<file path="src/rtl/fetch_buffer.sv">
// Instruction queue between fetch and decode: circular buffer of (PC, PC+4, instr) triples with a
// valid/ready output, a fetch PC enable, and redirect flush. Optional bypass: FETCH_BUF_BYPASS_EN.
module fetch_buffer #(
  parameter int DEPTH = 4,
  parameter int XLEN  = 32
) (
  input  logic                     clk,
  input  logic                     rst,
  input  logic                     flush,
  input  logic                     in_valid,
  input  logic [XLEN-1:0]          in_pc,
  input  logic [XLEN-1:0]          in_pc_plus_four,
  input  logic [XLEN-1:0]          in_instr,
  output logic                     fetch_enable,
  output logic                     out_valid,
  input  logic                     out_ready,
  output logic [XLEN-1:0]          out_pc,
  output logic [XLEN-1:0]          out_pc_plus_four,
  output logic [XLEN-1:0]          out_instr,
  output logic [$clog2(DEPTH):0]   count
);

  localparam int PW = $clog2(DEPTH);
  localparam int CW = PW + 1;
  localparam logic [CW-1:0] FULL = CW'(DEPTH);

  logic [XLEN-1:0] pc_mem    [DEPTH];
  logic [XLEN-1:0] pc4_mem   [DEPTH];
  logic [XLEN-1:0] instr_mem [DEPTH];

  logic [PW-1:0] wr_ptr_q, wr_ptr_d;
  logic [PW-1:0] rd_ptr_q, rd_ptr_d;
  logic [CW-1:0] count_q, count_d;
  logic          buf_valid;
  logic          push;
  logic          pop;

  // Both flags come from registered state only, so fetch never sees a loop through in_valid.
  assign fetch_enable = (count_q != FULL);
  assign buf_valid    = (count_q != '0);
  assign count        = count_q;
  assign pop          = buf_valid && out_ready && !flush;

`ifdef FETCH_BUF_BYPASS_EN
  logic bypass;
  assign bypass = !buf_valid && in_valid && out_ready && !flush;
  assign push   = in_valid && fetch_enable && !flush && !bypass;
`else
  assign push   = in_valid && fetch_enable && !flush;
`endif

  always_comb begin
    // NOTE: every output of a combinational block gets a default first so no latch is inferred.
    out_valid        = buf_valid;
    out_pc           = buf_valid ? pc_mem[rd_ptr_q]    : '0;
    out_pc_plus_four = buf_valid ? pc4_mem[rd_ptr_q]   : '0;
    out_instr        = buf_valid ? instr_mem[rd_ptr_q] : '0;
`ifdef FETCH_BUF_BYPASS_EN
    if (bypass) begin
      out_valid        = 1'b1;
      out_pc           = in_pc;
      out_pc_plus_four = in_pc_plus_four;
      out_instr        = in_instr;
    end
`endif
  end

  always_comb begin
    wr_ptr_d = wr_ptr_q;
    rd_ptr_d = rd_ptr_q;
    count_d  = count_q;
    if (flush) begin
      wr_ptr_d = '0;
      rd_ptr_d = '0;
      count_d  = '0;
    end else begin
      // Pointers are exactly PW bits wide, so +1 wraps modulo DEPTH on its own.
      if (push) wr_ptr_d = wr_ptr_q + 1'b1;
      if (pop)  rd_ptr_d = rd_ptr_q + 1'b1;
      case ({push, pop})
        2'b10:   count_d = count_q + 1'b1;
        2'b01:   count_d = count_q - 1'b1;
        default: count_d = count_q;
      endcase
    end
  end

  // NOTE: state registers use non-blocking assignments so every flop samples pre-edge values.
  always_ff @(posedge clk or negedge rst) begin
    if (!rst) begin
      wr_ptr_q <= '0;
      rd_ptr_q <= '0;
      count_q  <= '0;
    end else begin
      wr_ptr_q <= wr_ptr_d;
      rd_ptr_q <= rd_ptr_d;
      count_q  <= count_d;
    end
  end

  // NOTE: the storage array has no reset; out_* are masked to 0 while empty instead.
  always_ff @(posedge clk) begin
    if (push) begin
      pc_mem[wr_ptr_q]    <= in_pc;
      pc4_mem[wr_ptr_q]   <= in_pc_plus_four;
      instr_mem[wr_ptr_q] <= in_instr;
    end
  end

endmodule

</file>
<file path="config.mk">
export PLATFORM = sky130hd
export DESIGN_NAME = fetch_buffer
export DESIGN_NICKNAME = d
export VERILOG_FILES = /design/src/rtl/fetch_buffer.sv
export SDC_FILE = /design/constraint.sdc
export NUM_CORES = 1
export LEC_CHECK = 0
export CAP_MARGIN = 20
export CORE_MARGIN = 3
export CORE_UTILIZATION = 63
export CTS_CLUSTER_DIAMETER = 150
export CTS_CLUSTER_SIZE = 40
export DETAILED_ROUTE_END_ITERATION = 12
export DONT_BUFFER_PORTS = 1
export PLACE_DENSITY = 0.84
export SLEW_MARGIN = 20
export SYNTH_ARGS = -nofsm -noshare
export SYNTH_HDL_FRONTEND = slang
export SYNTH_SLANG_ARGS = --single-unit
</file>
<file path="constraint.sdc">
create_clock -name clk -period 5.2 [get_ports clk]
set_clock_uncertainty 0.15 [all_clocks]
set_input_delay 1.04 -clock clk [delete_from_list [all_inputs] [get_ports clk]]
set_output_delay 1.04 -clock clk [all_outputs]
set_load 0.01 [all_outputs]
</file>
==> results of run 1 <==
[cells by family (layout without fill, tap and decap cells)]
kind of cell / count (synthesis) / count (layout)
DFF: 391 / 391
and+or+nand+nor: 120 / 120
muxes: 96 / 96
buffers and inverters: 44 / 36
AOI/OAI and AO/OA: 17 / 17
adders and majority gates: 5 / 5
xor gates and xnor gates: 3 / 3
[metal layers]
| metal | GRT usage [%] | routed length [um] |
|---|---|---|
| met5 | 0 | 0 |
| met4 | 4.458 | 470 |
| met3 | 7.351 | 2998 |
| met2 | 34.07 | 12940 |
| met1 | 26.61 | 9460 |
[layout make-up]
class	instances	area, um^2	area share [%]
inverter	6	22.52	0.1431
clock buffer	17	340.3	2.162
sequential	391	11710	74.41
multi-input combinational	241	3122	19.83
clock inverter	1	11.26	0.07154
timing repair buffer	12	140.1	0.8902
tap	313	391.6	2.488
[registers in the layout, summed over array words and instances, names as in the netlist]
name / flops
pc4_mem: 128
rd_ptr_q: 2
instr_mem: 128
wr_ptr_q: 2
count: 3
pc_mem: 128
[power breakdown]
part | total, W | internal (W) | switching [W]
logic | 0.000724 | 0.000326 | 0.000398
registers | 0.00364 | 0.00356 | 0.0000758
clock network | 0.00129 | 0.000476 | 0.000812
total | 0.00565 | 0.00437 | 0.00129
[layout by cell type, fill, tap and decap left out, types with 2 or more instances in the layout]
cell type / instances
a2111oi_0: 2
a21oi_1: 5
and2_1: 96
and2_4: 4
buf_12: 4
buf_4: 8
clkbuf_1: 4
clkbuf_16: 13
dfrtp_1: 5
dfrtp_4: 2
edfxtp_1: 384
ha_1: 4
inv_1: 6
mux4_2: 96
nand2b_1: 4
nand3_1: 3
nand3b_1: 2
nor2_1: 5
nor3_1: 2
o21ai_0: 3
xor2_1: 2
[critical path, delay by kind of cell, from the launching register on]
kind                   cells  cell delay, ns
buffers and inverters      1            0.57
flip-flops                 1            0.94
multiplexers               1            0.59
AND/OR/NAND/NOR            1            0.21
[metrics by stage]
stage | cell area [um^2] | instances | worst slack, ns | power [W] | hold slack (ns)
after floorplan | 15040 | 676 | 0.6398 | 0.004308 | 0.4075
after global placement | 15360 | 962 | 1.655 | 0.004421 | 0.4111
after detailed placement | 15360 | 962 | 1.600 | 0.004453 | 0.4374
after CTS | 15720 | 980 | 1.031 | 0.005704 | 0.03928
after global routing | 15740 | 981 | 0.8900 | 0.005865 | 0.02747
final | 15740 | 981 | 1.125 | 0.005652 | 0.05255
[final timing paths]
kind	start	end	slack, ns	depth (start not counted)
setup / recovery	rd_ptr_q[0]	out_pc[16]	1.12	3
hold / removal	rst	wr_ptr_q[1]	0.05	0
setup reg to reg	count[0]	instr_mem[0][19]	2.09	4
hold reg to reg	wr_ptr_q[0]	wr_ptr_q[0]	0.46	2
max in group asynchronous	rst	rd_ptr_q[1]	4.77	0
min in group clk	flush	rd_ptr_q[0]	0.42	1
==> results.txt, run 1 <==
The fmax is 245.4 MHz. The global route total overflow is 0. The via count is 6276. The number of gates resized after CTS came out at 0.

The worst-case clock buffer depth came out at 3. From synthesis to final layout, the design area changed by 4.684%. The slew at the pin with the worst max-slew slack is 0.9161 ns. In this run the tightest slew margin relative to its limit is 38.93%. The number of maximum-capacitance violations is 0.

A synthesized cell averages 22.24 um^2. The number of distinct library cell variants in the gate-level netlist after synthesis is 34. The compound-cell area share of the yosys netlist is 0.7489%. The largest stage delay on the critical path came out at 0.94 ns. CTS built an H-tree with a depth of 1. The post-detailed-route wirelength per cell is 26.37 um. After floorplanning, the core was divided into 55 placement rows. In this run the worst path has a maximum fanout of 37. After synthesis the netlist holds a flip-flop and latch count of 391. The horizontal die dimension is 160.5 um. The number of nets with antenna violations after detailed routing came out at 0. By area the synthesized netlist is led by edfxtp_1, mux4_2, and2_1. The die extent in y is 160.5 um. In this run the power density over the cells is 359.1 nW/um^2. Synthesis produced a netlist with a net count of 782. The worst setup path is launched from a flip-flop. The kind of path behind the tightest hold check is primary input to async pin. The overall routing resource usage is 20.48%. The via density per instance is 6.398. The flow ran to the end, and the final reports show no timing, DRC or antenna violations. Of the total synthesized cell area, the portion taken by full adders, half adders and majority gates is 0.4660%. The post-synthesis instance total came out at 676.

The total wire length is 25870 um. For the worst setup path, the data arrival time is 2.89 ns. During placement, the flow inserted port buffers numbering 0. The data required time at the worst endpoint is 4.01 ns.

The antenna cell count came out at 0. The xor/xnor share of the synthesized area came out at 0.1747%. The number of filler cells placed in the layout is 1382. The proportion of synthesized area in mux cells is 14.38%. Entering global routing, the biggest net connects 73 pins. The clock-pin transition on the worst setup and hold timing paths came out at 0.14 ns. The number of antenna violations at the first check in global routing came to 0. The number of synthesized flops with an enable pin came out at 384.

The clock period minus final worst setup slack came out at 4.075 ns. The effective utilization at floorplan is 65.23%. Setup total negative slack on the finished layout was measured at 0 ns. The share of synthesized area in the top cell type comes to 76.68%. In the routed design, unresolved DRC markers number 0. The sequential element share of the synthesized area came out at 77.85%. The clock sink count came out at 391. The final weighted congestion in routability-driven placement is 0.7970.

The total area inside the core boundary comes to 23050 um^2. The final core utilization is 68.28%. TritonCTS built the clock tree. Setup repair after global routing left no endpoint under its margin. In this run the clock root is driven by a clkbuf_16. The area fraction in and, or, nand and nor cells after synthesis came out at 4.876%.

The number of hold violations in the final report is 0. The number of nets in the layout came out at 771. The first-pass iteration count of the detailed router came out at 5. The total leakage power came out at 4.728 nW. The warning count from the yosys run is 0. In the synthesized netlist the dominant register cell turns out to be edfxtp_1. For this design, the CTS-stage hold fixing added 0 buffers. The cell type with the highest aggregate area in the netlist is edfxtp_1.

The signal on the critical path passes through buf_4 -> mux4_2 -> and2_1. The DRC marker count from the first detailed-route iteration is 556. The number of post-CTS setup repair buffers is 0. The final-report max-slew violation count was 0. Setup violations remaining at the end of the flow were counted as 0. The source-to-sink clock delay at the later pin of the worst-skew pair is 0.50 ns.

The most common cell in the synthesized netlist is edfxtp_1. The post-synthesis cell area came out at 15040 um^2. The proportion of synthesized flip-flops having asynchronous set or reset came out at 1.790%. The fraction of final layout cells with drive strength greater than 1 is 19.31%. STA classifies the critical path endpoint as an output pin. The critical path is of the flip-flop to output pin type. The commonest cells after synthesis are edfxtp_1, and2_1, mux4_2.

The global-route wire length before repair came out at 40340 um. By area, the combinational part of the netlist is dominated by multiplexers. The half-perimeter wire length after placement is 16180 um.

The total clock buffers created by CTS is 13. The master of the slowest instance on the critical path is dfrtp_4. The via count of the first global-routing pass was 6840. In the finished design, the share of the clock period the worst path needs comes to 78.37%.

In this run the count of I/O pins placed on the die edge is 202. The worst IR drop on VDD came out at 0.0003130 V. The die area came out at 25760 um^2.
(Power assumes the default switching activity.)
==> run 2: changes to the inputs <==
CORE_UTILIZATION = 57   (was 63)
PLACE_DENSITY = 0.8   (was 0.84)
clock period = 3.5 ns   (was 5.2 ns; I/O delays follow)
==> run 2 against run 1 <==
Net effect:
- setup slack got worse by 0.88 ns
- utilization decreased by 6.2 points
- clock power increased by 47%
- critical path type unchanged
==> results.txt, run 2 (same netlist as run 1, synthesis figures left out) <==
The fmax is 307.3 MHz. The first-pass iteration count of the detailed router is 5 (unchanged). Setup repair after global routing left no endpoint under its margin. TritonCTS built the clock tree. The final worst-path cycle share is 92.96%. The post-detailed-route wirelength per cell is 25.83 um (-2.0%). In this run the critical register-to-register path is launched from count[0].

The number of filler cells placed in the layout came to 1687 (+22%). The number of cells on the worst reg-to-reg path came out at 4 (unchanged). The combinational fraction of design power is 13.6% (+0.8 points). The die area came to 28370 um^2 (+10%). The placement row count is 58 (+5.5%). STA classifies the critical path endpoint as an output pin. The area added between synthesis and finish came out at 5.442%.

The global-route wire length before repair is 40190 um (-0.38%). The final-report max-slew violation count came to 0 (unchanged). The largest stage delay on the critical path is 0.68 ns (-0.26 ns).

The kind of critical path is flip-flop to output pin. The slew at the pin with the worst max-slew slack came out at 0.4992 ns (-0.4169 ns). The total setup violations reported at the end of the flow was 0 (unchanged). The hold path endpoint is rd_ptr_q[0]. The via count of the first global-routing pass came to 6624 (-3.2%). The number of maximum-capacitance violations came out at 0 (unchanged). The DRC marker count from the first detailed-route iteration came out at 541 (-2.7%).

The total power came out at 0.008396 W (+49%). The sum of negative setup slack is 0 ns (unchanged). The clock period minus final worst setup slack came out at 3.254 ns. The biggest fanout along the worst timing path was 55 (+49%). In the layout the commonest cells are edfxtp_1, mux4_2, and2_1. The worst hold path begins at flush.

The internal cell power came to 0.006498 W (+49%). The total leakage power came out at 4.774 nW (+0.96%). After detailed routing, no signal wire sits above met4. The effective utilization at floorplan is 58.87% (-6.4 points). The minimum setup slack among reg-to-reg paths is 0.94 ns (-1.15 ns). The routed wire length on met2 is 13220 um (+2.2%).

The worst slew margin relative to its limit is 66.72% (+28 points). The largest registers in the layout are instr_mem x128, pc4_mem x128, pc_mem x128. The library cell used most frequently in the layout, excluding fill and tap cells, is edfxtp_1. The number of ports placed on the die boundary is 202 (unchanged).

The final setup slack of the worst path came out at 0.2462 ns (-0.8787 ns). The via density per instance is 6.281 (-1.8%). The share of total power consumed by net switching came to 22.61% (-0.14 points). The final weighted congestion in routability-driven placement is 0.7617 (-4.4%).

The net switching power came to 0.001898 W (+48%). The data required time at the worst endpoint came to 2.65 ns (-1.36 ns). The total wire length is 25940 um (+0.26%). The worst IR drop on VDD is 0.0004724 V (+51%).

The total clock buffers created by CTS came out at 13 (unchanged). The half-perimeter wire length after placement is 16640 um (+2.8%). The clock power share is 22.7% (about the same).

The signal on the critical path passes through nor2_1 -> nand2_4 -> buf_6 -> and2_1. The worst-case clock buffer depth came out at 3 (unchanged). The number of I/O port buffers came to 0 (unchanged). The clock-pin transition on the worst setup and hold timing paths is 0.13 ns (about the same). The tightest hold margin came out at 0.08915 ns (+0.03660 ns). The worst hold path belongs to the class primary input to flip-flop.

The remaining routing DRC violations is 0 (unchanged). The global route total overflow is 0 (unchanged). The placeable core area was 25540 um^2 (+11%). Along the worst hold path, the cell count comes to 1. The horizontal die dimension is 168.4 um (+4.9%).

The number of antenna violations at the first check in global routing was 0 (unchanged). STA classifies the critical path startpoint as a flip-flop. The relative contribution of sequential cells to total power is 63.8% (-0.6 points).

The via count is 6306 (+0.48%). The source-to-sink clock delay at the later pin of the worst-skew pair is 0.50 ns (about the same). The wire length on met3 is 2599 um (-13%). The antenna cell count came to 0 (unchanged). The die extent in y came out at 168.4 um (+4.9%).

The number of hold violations in the final report is 0 (unchanged). The power per cell area came out at 529.6 nW/um^2 (+47%). The maximum number of pins on one net before global-route repair came out at 56 (-23%). The buffer cell driving the clock tree root is clkbuf_16.

The number of nets with antenna violations after detailed routing was 0 (unchanged). The clock sink count came to 391 (unchanged). The worst-case setup slack after placement came to 0.4187 ns (-1.181 ns). The number of nets in the layout came to 778 (+0.91%). The flow ran to the end, and the final reports show no timing, DRC or antenna violations.

On the critical path, the stage with the largest delay is an instance of dfrtp_1. The routed length on met1 is 9720 um (+2.7%). The H-tree level count is 1 (unchanged). The endpoint identified for the worst register-to-register timing path is pc_mem[1][4]. The data arrival time of the critical path came out at 2.40 ns (-0.49 ns). The fraction of final layout cells with drive strength greater than 1 is 20.03% (+0.72 points). The overall routing resource usage came out at 18.32% (-2.2 points).
==> run 2: repair_timing <==
action                                  4_1_cts  5_1_grt
endpoints found under the setup margin       55       55
buffers inserted                              0        0
hold buffers                                  1        0
cloned                                        0        0
gates resized for setup                       1        1
endpoints found under the hold margin         7        0
pin swaps                                     0        0
==> run 2: worst max path at each step <==
| stage | startpoint | end | slack [ns] | depth (start not counted) |
|---|---|---|---|---|
| floorplan | in_valid | instr_mem[0][0] | 0.34 | 4 |
| global placement | count[0] | out_pc[9] | 0.58 | 4 |
| detailed placement | count[0] | out_pc[7] | 0.42 | 4 |
| CTS | count[0] | out_pc[7] | 0.08 | 4 |
| global route | count[0] | out_pc[7] | 0.03 | 4 |
| finish | count[0] | out_pc[7] | 0.25 | 4 |
==> run 2: metal layers <==
metal	global-route usage (%)	vias to the layer above
met5	0	-
met4	2.953	0
met3	6.504	24
met2	30.40	221
met1	24.35	3356
li1	-	2705
==> run 2: power groups by stage <==
stage          clock network (W)  logic, W  registers, W
2_1_floorplan                  0  0.000964       0.00543
3_3_place_gp                   0   0.00113       0.00545
3_5_place_dp                   0   0.00116       0.00546
4_1_cts                  0.00196   0.00117       0.00536
5_1_grt                  0.00212   0.00124       0.00537
6_report                 0.00190   0.00114       0.00536
==> run 2: per-stage QoR <==
| step | instance area, um^2 | utilization (%) | instances |
|---|---|---|---|
| 6_report | 15860 | 62.07 | 1004 |
| 5_1_grt | 15860 | 62.07 | 1004 |
| 4_1_cts | 15850 | 62.05 | 1004 |
| 3_5_place_dp | 15490 | 60.63 | 986 |
| 3_3_place_gp | 15490 | 60.63 | 986 |
| 2_1_floorplan | 15040 | - | 676 |
==> run 2: critical path: cells and delay by family (launching register included) <==
| kind | cells | cell delay [ns] |
|---|---|---|
| and+or+nand+nor | 3 | 0.84 |
| buffers and inverters | 1 | 0.34 |
| DFF | 1 | 0.68 |
==> run 2: area by class of cell <==
| cell class | instances | area [um^2] | area share [%] |
|---|---|---|---|
| timing repair buffer | 19 | 236.5 | 1.491 |
| inverter | 6 | 22.52 | 0.1420 |
| sequential | 391 | 11710 | 73.88 |
| clock buffer | 16 | 336.6 | 2.123 |
| clock inverter | 1 | 11.26 | 0.07102 |
| multi-input combinational | 241 | 3122 | 19.69 |
| tap | 330 | 412.9 | 2.604 |
